[src/rtl/usb_rx_pkt_if.sv]
// Byte stream from ulpi_ctl into the USB packet decoder; error qualifies the tlast beat.
interface usb_rx_pkt_if;
    logic [7:0] tdata;
    logic       tlast;
    logic       error;
    logic       tvalid;
    logic       tready;

    modport master (output tdata, output tlast, output error, output tvalid, input tready);
    modport slave  (input tdata, input tlast, input error, input tvalid, output tready);
endinterface

[src/rtl/usb_rx_pkt.sv]
// USB packet decoder: checks PID and CRC on the ULPI receive stream, classifies packets and
// streams DATA payload with PID and CRC16 stripped. Never back-pressures the PHY.
module usb_rx_pkt #(
    parameter int unsigned MAX_PAYLOAD = 1024
) (
    input  logic        ulpi_clk,
    input  logic        ulpi_rst_n,
    usb_rx_pkt_if.slave axis_rx,
    output logic        token_valid,
    output logic [3:0]  token_pid,
    output logic [6:0]  token_addr,
    output logic [3:0]  token_endp,
    output logic        sof_valid,
    output logic [10:0] sof_frame,
    output logic        hs_valid,
    output logic [3:0]  hs_pid,
    output logic        data_tvalid,
    output logic [7:0]  data_tdata,
    output logic [3:0]  data_pid,
    output logic        data_end,
    output logic        data_ok,
    output logic [10:0] data_len,
    output logic        rx_err,
    output logic [2:0]  rx_err_code
);
    typedef enum logic [2:0] {StIdle, StToken, StHshk, StData, StDataDrop, StDiscard} state_e;

    localparam logic [2:0]  ErrPid       = 3'd1;
    localparam logic [2:0]  ErrCrc5      = 3'd2;
    localparam logic [2:0]  ErrCrc16     = 3'd3;
    localparam logic [2:0]  ErrLen       = 3'd4;
    localparam logic [2:0]  ErrPhy       = 3'd5;
    localparam logic [2:0]  ErrUnsup     = 3'd6;
    localparam logic [15:0] MaxPay       = 16'(MAX_PAYLOAD);
    localparam logic [4:0]  Crc5Residue  = 5'b01100;
    localparam logic [15:0] Crc16Residue = 16'h800D;

    function automatic logic [4:0] crc5_word(input logic [15:0] w);
        logic [4:0] c;
        c = 5'h1F;
        for (int i = 0; i < 16; i++) begin
            if (w[i] ^ c[4]) c = {c[3:0], 1'b0} ^ 5'b00101;
            else             c = {c[3:0], 1'b0};
        end
        return c;
    endfunction

    function automatic logic [15:0] crc16_byte(input logic [15:0] c_in, input logic [7:0] b);
        logic [15:0] c;
        c = c_in;
        for (int i = 0; i < 8; i++) begin
            if (b[i] ^ c[15]) c = {c[14:0], 1'b0} ^ 16'h8005;
            else              c = {c[14:0], 1'b0};
        end
        return c;
    endfunction

    state_e      state_q, state_d;
    logic [15:0] cnt_q, cnt_d;      // bytes accepted after the PID
    logic [15:0] crc_q, crc_d;
    logic [7:0]  tok_lo_q, tok_lo_d;
    logic [7:0]  dly0_q, dly0_d, dly1_q, dly1_d;
    logic [3:0]  pid_q, pid_d;

    logic        token_valid_d, sof_valid_d, hs_valid_d, data_tvalid_d;
    logic        data_end_d, data_ok_d, rx_err_d;
    logic [3:0]  token_pid_d, token_endp_d, hs_pid_d, data_pid_d;
    logic [6:0]  token_addr_d;
    logic [10:0] sof_frame_d, data_len_d;
    logic [7:0]  data_tdata_d;
    logic [2:0]  rx_err_code_d;

    logic        beat, last, phy, err;
    logic [2:0]  code;
    logic [15:0] tok_w, crc_nxt;

    assign axis_rx.tready = 1'b1;
    assign beat = axis_rx.tvalid;
    assign last = axis_rx.tlast;
    assign phy  = axis_rx.tlast & axis_rx.error;

    always_comb begin
        state_d       = state_q;
        cnt_d         = cnt_q;
        crc_d         = crc_q;
        tok_lo_d      = tok_lo_q;
        dly0_d        = dly0_q;
        dly1_d        = dly1_q;
        pid_d         = pid_q;
        token_valid_d = 1'b0;
        token_pid_d   = token_pid;
        token_addr_d  = token_addr;
        token_endp_d  = token_endp;
        sof_valid_d   = 1'b0;
        sof_frame_d   = sof_frame;
        hs_valid_d    = 1'b0;
        hs_pid_d      = hs_pid;
        data_tvalid_d = 1'b0;
        data_tdata_d  = data_tdata;
        data_pid_d    = data_pid;
        data_end_d    = 1'b0;
        data_ok_d     = data_ok;
        data_len_d    = data_len;
        err           = 1'b0;
        code          = 3'd0;
        tok_w         = {axis_rx.tdata, tok_lo_q};
        crc_nxt       = crc16_byte(crc_q, axis_rx.tdata);

        if (beat) begin
            unique case (state_q)
                StIdle: begin
                    pid_d = axis_rx.tdata[3:0];
                    cnt_d = 16'd0;
                    if (axis_rx.tdata[7:4] != ~axis_rx.tdata[3:0]) begin
                        err  = 1'b1;
                        code = ErrPid;
                        if (!last) state_d = StDiscard;
                    end else begin
                        unique case (axis_rx.tdata[1:0])
                            2'b01: begin
                                if (last) begin
                                    err  = 1'b1;
                                    code = ErrLen;
                                end else begin
                                    state_d = StToken;
                                end
                            end
                            2'b11: begin
                                data_pid_d = axis_rx.tdata[3:0];
                                crc_d      = 16'hFFFF;
                                if (last) begin
                                    err        = 1'b1;
                                    code       = ErrLen;
                                    data_end_d = 1'b1;
                                    data_ok_d  = 1'b0;
                                    data_len_d = 11'd0;
                                end else begin
                                    state_d = StData;
                                end
                            end
                            2'b10: begin
                                if (last) begin
                                    hs_valid_d = !phy;
                                    if (!phy) hs_pid_d = axis_rx.tdata[3:0];
                                end else begin
                                    state_d = StHshk;
                                end
                            end
                            default: begin
                                err  = 1'b1;
                                code = ErrUnsup;
                                if (!last) state_d = StDiscard;
                            end
                        endcase
                    end
                end
                StToken: begin
                    cnt_d    = cnt_q + 16'd1;
                    tok_lo_d = axis_rx.tdata;
                    if (last) state_d = StIdle;
                    if (cnt_q == 16'd0) begin
                        if (last) begin
                            err  = 1'b1;
                            code = ErrLen;
                        end
                    end else if (!last) begin
                        err     = 1'b1;
                        code    = ErrLen;
                        state_d = StDiscard;
                    end else if (crc5_word(tok_w) != Crc5Residue) begin
                        err  = 1'b1;
                        code = ErrCrc5;
                    end else if (!phy) begin
                        if (pid_q == 4'b0101) begin
                            sof_valid_d = 1'b1;
                            sof_frame_d = tok_w[10:0];
                        end else begin
                            token_valid_d = 1'b1;
                            token_pid_d   = pid_q;
                            token_addr_d  = tok_w[6:0];
                            token_endp_d  = tok_w[10:7];
                        end
                    end
                end
                StHshk: begin
                    err     = 1'b1;
                    code    = ErrLen;
                    state_d = last ? StIdle : StDiscard;
                end
                StData: begin
                    // Two-byte delay line: the trailing pair is the CRC until proven otherwise.
                    crc_d  = crc_nxt;
                    cnt_d  = cnt_q + 16'd1;
                    dly0_d = dly1_q;
                    dly1_d = axis_rx.tdata;
                    if (last) state_d = StIdle;
                    if (cnt_q >= 16'd2 && (cnt_q - 16'd2) >= MaxPay) begin
                        err  = 1'b1;
                        code = ErrLen;
                        if (last) begin
                            data_end_d = 1'b1;
                            data_ok_d  = 1'b0;
                            data_len_d = 11'(MAX_PAYLOAD);
                        end else begin
                            state_d = StDataDrop;
                        end
                    end else begin
                        if (cnt_q >= 16'd2) begin
                            data_tvalid_d = 1'b1;
                            data_tdata_d  = dly0_q;
                        end
                        if (last) begin
                            data_end_d = 1'b1;
                            if (cnt_q == 16'd0) begin
                                err        = 1'b1;
                                code       = ErrLen;
                                data_ok_d  = 1'b0;
                                data_len_d = 11'd0;
                            end else begin
                                data_len_d = 11'(cnt_q - 16'd1);
                                data_ok_d  = (crc_nxt == Crc16Residue) && !phy;
                                if (crc_nxt != Crc16Residue) begin
                                    err  = 1'b1;
                                    code = ErrCrc16;
                                end
                            end
                        end
                    end
                end
                StDataDrop: begin
                    if (last) begin
                        state_d    = StIdle;
                        data_end_d = 1'b1;
                        data_ok_d  = 1'b0;
                        data_len_d = 11'(MAX_PAYLOAD);
                    end
                end
                StDiscard: begin
                    if (last) state_d = StIdle;
                end
                default: state_d = StIdle;
            endcase

            // A PHY abort outranks whatever else this final beat revealed.
            if (phy && state_q != StDiscard && state_q != StDataDrop) begin
                err  = 1'b1;
                code = ErrPhy;
            end
        end

        rx_err_d      = err;
        rx_err_code_d = err ? code : rx_err_code;
    end

    always_ff @(posedge ulpi_clk or negedge ulpi_rst_n) begin
        if (!ulpi_rst_n) begin
            state_q     <= StIdle;
            cnt_q       <= 16'd0;
            crc_q       <= 16'hFFFF;
            tok_lo_q    <= 8'd0;
            dly0_q      <= 8'd0;
            dly1_q      <= 8'd0;
            pid_q       <= 4'd0;
            token_valid <= 1'b0;
            token_pid   <= 4'd0;
            token_addr  <= 7'd0;
            token_endp  <= 4'd0;
            sof_valid   <= 1'b0;
            sof_frame   <= 11'd0;
            hs_valid    <= 1'b0;
            hs_pid      <= 4'd0;
            data_tvalid <= 1'b0;
            data_tdata  <= 8'd0;
            data_pid    <= 4'd0;
            data_end    <= 1'b0;
            data_ok     <= 1'b0;
            data_len    <= 11'd0;
            rx_err      <= 1'b0;
            rx_err_code <= 3'd0;
        end else begin
            state_q     <= state_d;
            cnt_q       <= cnt_d;
            crc_q       <= crc_d;
            tok_lo_q    <= tok_lo_d;
            dly0_q      <= dly0_d;
            dly1_q      <= dly1_d;
            pid_q       <= pid_d;
            token_valid <= token_valid_d;
            token_pid   <= token_pid_d;
            token_addr  <= token_addr_d;
            token_endp  <= token_endp_d;
            sof_valid   <= sof_valid_d;
            sof_frame   <= sof_frame_d;
            hs_valid    <= hs_valid_d;
            hs_pid      <= hs_pid_d;
            data_tvalid <= data_tvalid_d;
            data_tdata  <= data_tdata_d;
            data_pid    <= data_pid_d;
            data_end    <= data_end_d;
            data_ok     <= data_ok_d;
            data_len    <= data_len_d;
            rx_err      <= rx_err_d;
            rx_err_code <= rx_err_code_d;
        end
    end
endmodule

[src/flat_wrapper.sv]
// flat-port wrapper written by rule: the top's interface ports become plain ports
module usb_rx_pkt_flat 
#(
    parameter int unsigned MAX_PAYLOAD = 1024
)
  (ulpi_clk, ulpi_rst_n, token_valid, token_pid, token_addr, token_endp, sof_valid, sof_frame, hs_valid, hs_pid, data_tvalid, data_tdata, data_pid, data_end, data_ok, data_len, rx_err, rx_err_code, axis_rx_tdata, axis_rx_tlast, axis_rx_error, axis_rx_tvalid, axis_rx_tready);
  usb_rx_pkt_if axis_rx_i ();
  input  logic ulpi_clk;
  input  logic ulpi_rst_n;
  output logic token_valid;
  output logic [3:0] token_pid;
  output logic [6:0] token_addr;
  output logic [3:0] token_endp;
  output logic sof_valid;
  output logic [10:0] sof_frame;
  output logic hs_valid;
  output logic [3:0] hs_pid;
  output logic data_tvalid;
  output logic [7:0] data_tdata;
  output logic [3:0] data_pid;
  output logic data_end;
  output logic data_ok;
  output logic [10:0] data_len;
  output logic rx_err;
  output logic [2:0] rx_err_code;
  input wire logic [$bits(axis_rx_i.tdata)-1:0] axis_rx_tdata;
  input wire logic [$bits(axis_rx_i.tlast)-1:0] axis_rx_tlast;
  input wire logic [$bits(axis_rx_i.error)-1:0] axis_rx_error;
  input wire logic [$bits(axis_rx_i.tvalid)-1:0] axis_rx_tvalid;
  output wire logic [$bits(axis_rx_i.tready)-1:0] axis_rx_tready;
  assign axis_rx_i.tdata = axis_rx_tdata;
  assign axis_rx_i.tlast = axis_rx_tlast;
  assign axis_rx_i.error = axis_rx_error;
  assign axis_rx_i.tvalid = axis_rx_tvalid;
  assign axis_rx_tready = axis_rx_i.tready;
  usb_rx_pkt #(.MAX_PAYLOAD(MAX_PAYLOAD)) u_core (.ulpi_clk(ulpi_clk), .ulpi_rst_n(ulpi_rst_n), .axis_rx(axis_rx_i), .token_valid(token_valid), .token_pid(token_pid), .token_addr(token_addr), .token_endp(token_endp), .sof_valid(sof_valid), .sof_frame(sof_frame), .hs_valid(hs_valid), .hs_pid(hs_pid), .data_tvalid(data_tvalid), .data_tdata(data_tdata), .data_pid(data_pid), .data_end(data_end), .data_ok(data_ok), .data_len(data_len), .rx_err(rx_err), .rx_err_code(rx_err_code));
endmodule
[config.mk]
export PLATFORM = sky130hd
export DESIGN_NAME = usb_rx_pkt_flat
export DESIGN_NICKNAME = d
export VERILOG_FILES = /design/src/rtl/usb_rx_pkt_if.sv /design/src/rtl/usb_rx_pkt.sv /design/src/flat_wrapper.sv
export SDC_FILE = /design/constraint.sdc
export NUM_CORES = 1
export LEC_CHECK = 0
export CAP_MARGIN = 15
export CORE_MARGIN = 3
export CORE_UTILIZATION = 40
export CTS_CLUSTER_DIAMETER = 120
export DETAILED_ROUTE_END_ITERATION = 8
export SYNTH_ARGS = -nofsm -noshare
export SYNTH_HDL_FRONTEND = slang
export SYNTH_SLANG_ARGS = --single-unit
[constraint.sdc]
create_clock -name ulpi_clk -period 7.9 [get_ports ulpi_clk]
set_input_delay 0.79 -clock ulpi_clk [delete_from_list [all_inputs] [get_ports ulpi_clk]]
set_output_delay 0.79 -clock ulpi_clk [all_outputs]
set_load 0.02 [all_outputs]
==> impl_metrics.yaml <==
global_routing:
  grt_use_total: 0.171
  first_global_vias: 4565
  grt_first_pass_wirelength_um: 24100
  grt_max_degree: 74
  antenna_found_initial: 0
  overflow: 0
clock_network:
  cts_root_buf: "clkbuf_16"
  cts_resized: 0
  clock_latency_ps: 410
  clk_path_buf_depth: 2
  cts_buffers: 17
  htree_levels: 4
  ctsHoldBuffers: 0
  cts_num_sinks: 126
  tritoncts: "built"
  clk_pin_slew_ps: 60
  post-cts-setup-buffer-count: 0
sta:
  final.setup.tns_ps: 0
  fin_skew_ps: 5.90
  hold_ws_ps: 413
  slew_violations: 0
  relSlewSlack: 0.342
  rsz0062_at_grt: "false"
  hold_viol_final: 0
  period_needed_ps: 3970
  clock.fmax_ghz: 0.252
  finalSetupViolations: 0
  worst_pin_slew_ps: 984
  finalCritPeriodShare: 0.502
pwr:
  seqPwrFrac: 0.361
  pwr_density_cell_mw_per_mm2: 353
  ir_worst_vdd_v: 0.000182
  power.internal_mw: 1.74
  swShare: 0.366
  p_leak_nw: 3.34
  net-switching-power_mw: 1.00
  p_clk_frac: 0.262
  power_frac_comb: 0.377
  power.total_mw: 2.74
detailed_routing:
  vias_per_cell: 5.15
  ant_nets: 0
  drt_iter0_drc: 236
  post_drt_wl_per_cell_um: 16.5
  wirelength_um: 14200
  vias: 4412
  dr.pass1.iters: 5
  drc_errors: 0
layout:
  syn_to_final_growth_pct: 22.2
  drive_gt1_frac: 0.192
  antenna_cells: 0
  nets: 653
  multi_input_area_mm2: 0.00294
  ff_latch_area_mm2: 0.00317
  fill_cells: 1382
worst_setup_path:
  crit_start: "axis_rx_tdata[1]"
  worstPathRequired_ps: 8200
  startpoint_type: "input pin"
  cp_cell_sequence: "clkdlybuf4s50_1 -> xnor2_1 -> xnor2_1 -> or3_1 -> a2111oi_4 -> nand4b_2 -> nor2_1 -> mux2_2"
  cp_common_cell: "xnor2_1"
  crit_path_max_fanout: 14
  cp.arrival_ps: 4260
  r2r_start: "u_core.tok_lo_q[1]$_DFFE_PN0P_"
  crit_type: "in -> reg"
  cpPeakStageDelay_ps: 860
  cp_slowest_cell: "clkdlybuf4s50_1"
  endpoint_kind: "flip-flop"
outcome:
  status: "finished clean"
run:
  drv_cap: 0
yosys:
  synth_cell_types: 67
  async_flop_share: 1.00
  syn_inst: 570
  synth-edff-count: 0
  ys_seq_area_frac: 0.500
  syn-mean-instance-area_um2: 11.1
  synth_warnings: 0
  netlist_area_mm2: 0.00635
  ys_ff_latch: 126
  synth_nets: 590
  synth_ff_type: "dfrtp_1"
min_path:
  hp-class: "in -> async"
floorplan:
  die_height_um: 132
  io_pins: 77
  chipWidth_um: 132
  num_rows: 45
  coreArea_mm2: 0.0154
  die-area_mm2: 0.0174
  initial_core_util: 0.413
placed_design:
  gp_congestion: 0.908
  place_hpwl_um: 10000
  portBuffers: 75
[worst max-delay path: cells and delay by family]
| kind | cells | cell delay, ps |
|---|---|---|
| AND/OR/NAND/NOR | 3 | 1390 |
| buffers and inverters | 1 | 860 |
| AO/OA/AOI/OAI | 1 | 450 |
| multiplexers | 1 | 420 |
| XOR/XNOR | 2 | 360 |
[worst paths after layout]
check | depth (start not counted) | endpoint | slack [ps]
max in group asynchronous | 2 | u_core.dly0_q[7]$_DFFE_PN0P_ | 6100
setup reg to reg | 7 | u_core.sof_frame[1]$_DFFE_PN0P_ | 4660
setup / recovery | 8 | u_core.sof_frame[1]$_DFFE_PN0P_ | 3930
hold / removal | 1 | u_core.hs_valid$_DFF_PN0_ | 410
min in group ulpi_clk | 1 | u_core.hs_pid[1]$_DFFE_PN0P_ | 460
hold reg to reg | 1 | u_core.hs_pid[1]$_DFFE_PN0P_ | 460
[final cells by class]
class	instances	share of cell area
Multi-Input combinational cell	396	0.379
Tap cell	211	0.0340
Inverter	11	0.00532
Clock buffer	18	0.0566
Sequential cell	126	0.409
Timing Repair Buffer	81	0.102
Clock inverter	14	0.0143
[power groups by stage]
stage	Sequential [mW]	Clock (mW)	Combinational, mW
final	0.989	0.716	1.03
after global routing	1.02	0.766	1.13
after CTS	0.992	0.734	1.04
after detailed placement	1.00	0	1.03
after global placement	0.996	0	1.01
after floorplan	1.01	0	0.719
[cell usage after synthesis (all sizes together) (3+ instances only)]
cell	instances	share of area
a211o	3	0.0041
clkbuf	25	0.018
xor2	22	0.030
dfstp	16	0.066
or2	5	0.0053
nand2	45	0.027
o31ai	15	0.018
mux2	67	0.12
o211ai	3	0.0035
nor4	8	0.013
a211oi	3	0.0043
dfrtp	110	0.43
nor2b	4	0.0043
ha	7	0.014
and3	5	0.0049
nand4	5	0.0049
or3	4	0.0039
nand2b	5	0.0049
nor3	21	0.017
a21oi	18	0.014
nand3	13	0.010
buf	12	0.013
xnor2	48	0.067
nor2	45	0.027
o21ai	13	0.010
inv	11	0.0065
[cells by family after synthesis]
logic type / synth area share
xor gates and xnor gates: 0.0977
muxes: 0.124
DFF: 0.500
and+or+nand+nor: 0.143
adders and majority gates: 0.0138
AOI/OAI and AO/OA: 0.0832
buffers and inverters: 0.0378
other: 0.000591
[sequential cells by signal, summed over array words and instances (netlist names), 7 cells and up]
register,cells
u_core.sof_frame,11
u_core.dly1_q,8
u_core.dly0_q,8
u_core.data_len,11
u_core.tok_lo_q,8
u_core.data_tdata,8
u_core.token_addr,7
u_core.crc_q,16
u_core.cnt_q,16
[through the flow]
step	setup slack [ps]	cells	cell area, um2	utilization
floorplan	4840	570	6350	-
detailed placement	3530	825	7210	0.469
global route	3750	857	7760	0.505
CTS	3960	857	7760	0.505
global placement	3640	825	7210	0.469
finish	3930	857	7760	0.505
[layout by cell type (no fill, tap or decap), types with 5 or more instances in the layout]
master / synthesis / final
buf_4: 6 / 7
clkinvlp_4: 0 / 5
xnor2_1: 47 / 47
nor4_1: 6 / 6
nand3_1: 13 / 13
and3_1: 5 / 5
a21oi_1: 18 / 18
o21ai_0: 13 / 13
nor2_1: 45 / 44
mux2_1: 17 / 17
nand2_1: 45 / 45
xor2_1: 22 / 22
dfrtp_1: 110 / 110
mux2_2: 46 / 46
clkbuf_16: 0 / 17
dfstp_2: 16 / 16
clkdlybuf4s50_1: 0 / 74
ha_1: 7 / 7
o31ai_1: 15 / 15
inv_1: 10 / 10
nand4_1: 5 / 5
nor3_1: 21 / 21
nand2b_1: 5 / 5
[metal layers]
layer | vias to the layer above | wire [um] | GRT usage
li1 | 2106 | - | -
met4 | 0 | 176 | 0.0496
met5 | - | 0 | 0
met3 | 16 | 587 | 0.0405
met2 | 93 | 6890 | 0.279
met1 | 2197 | 6500 | 0.228
Power figures use the tool's default switching activity.
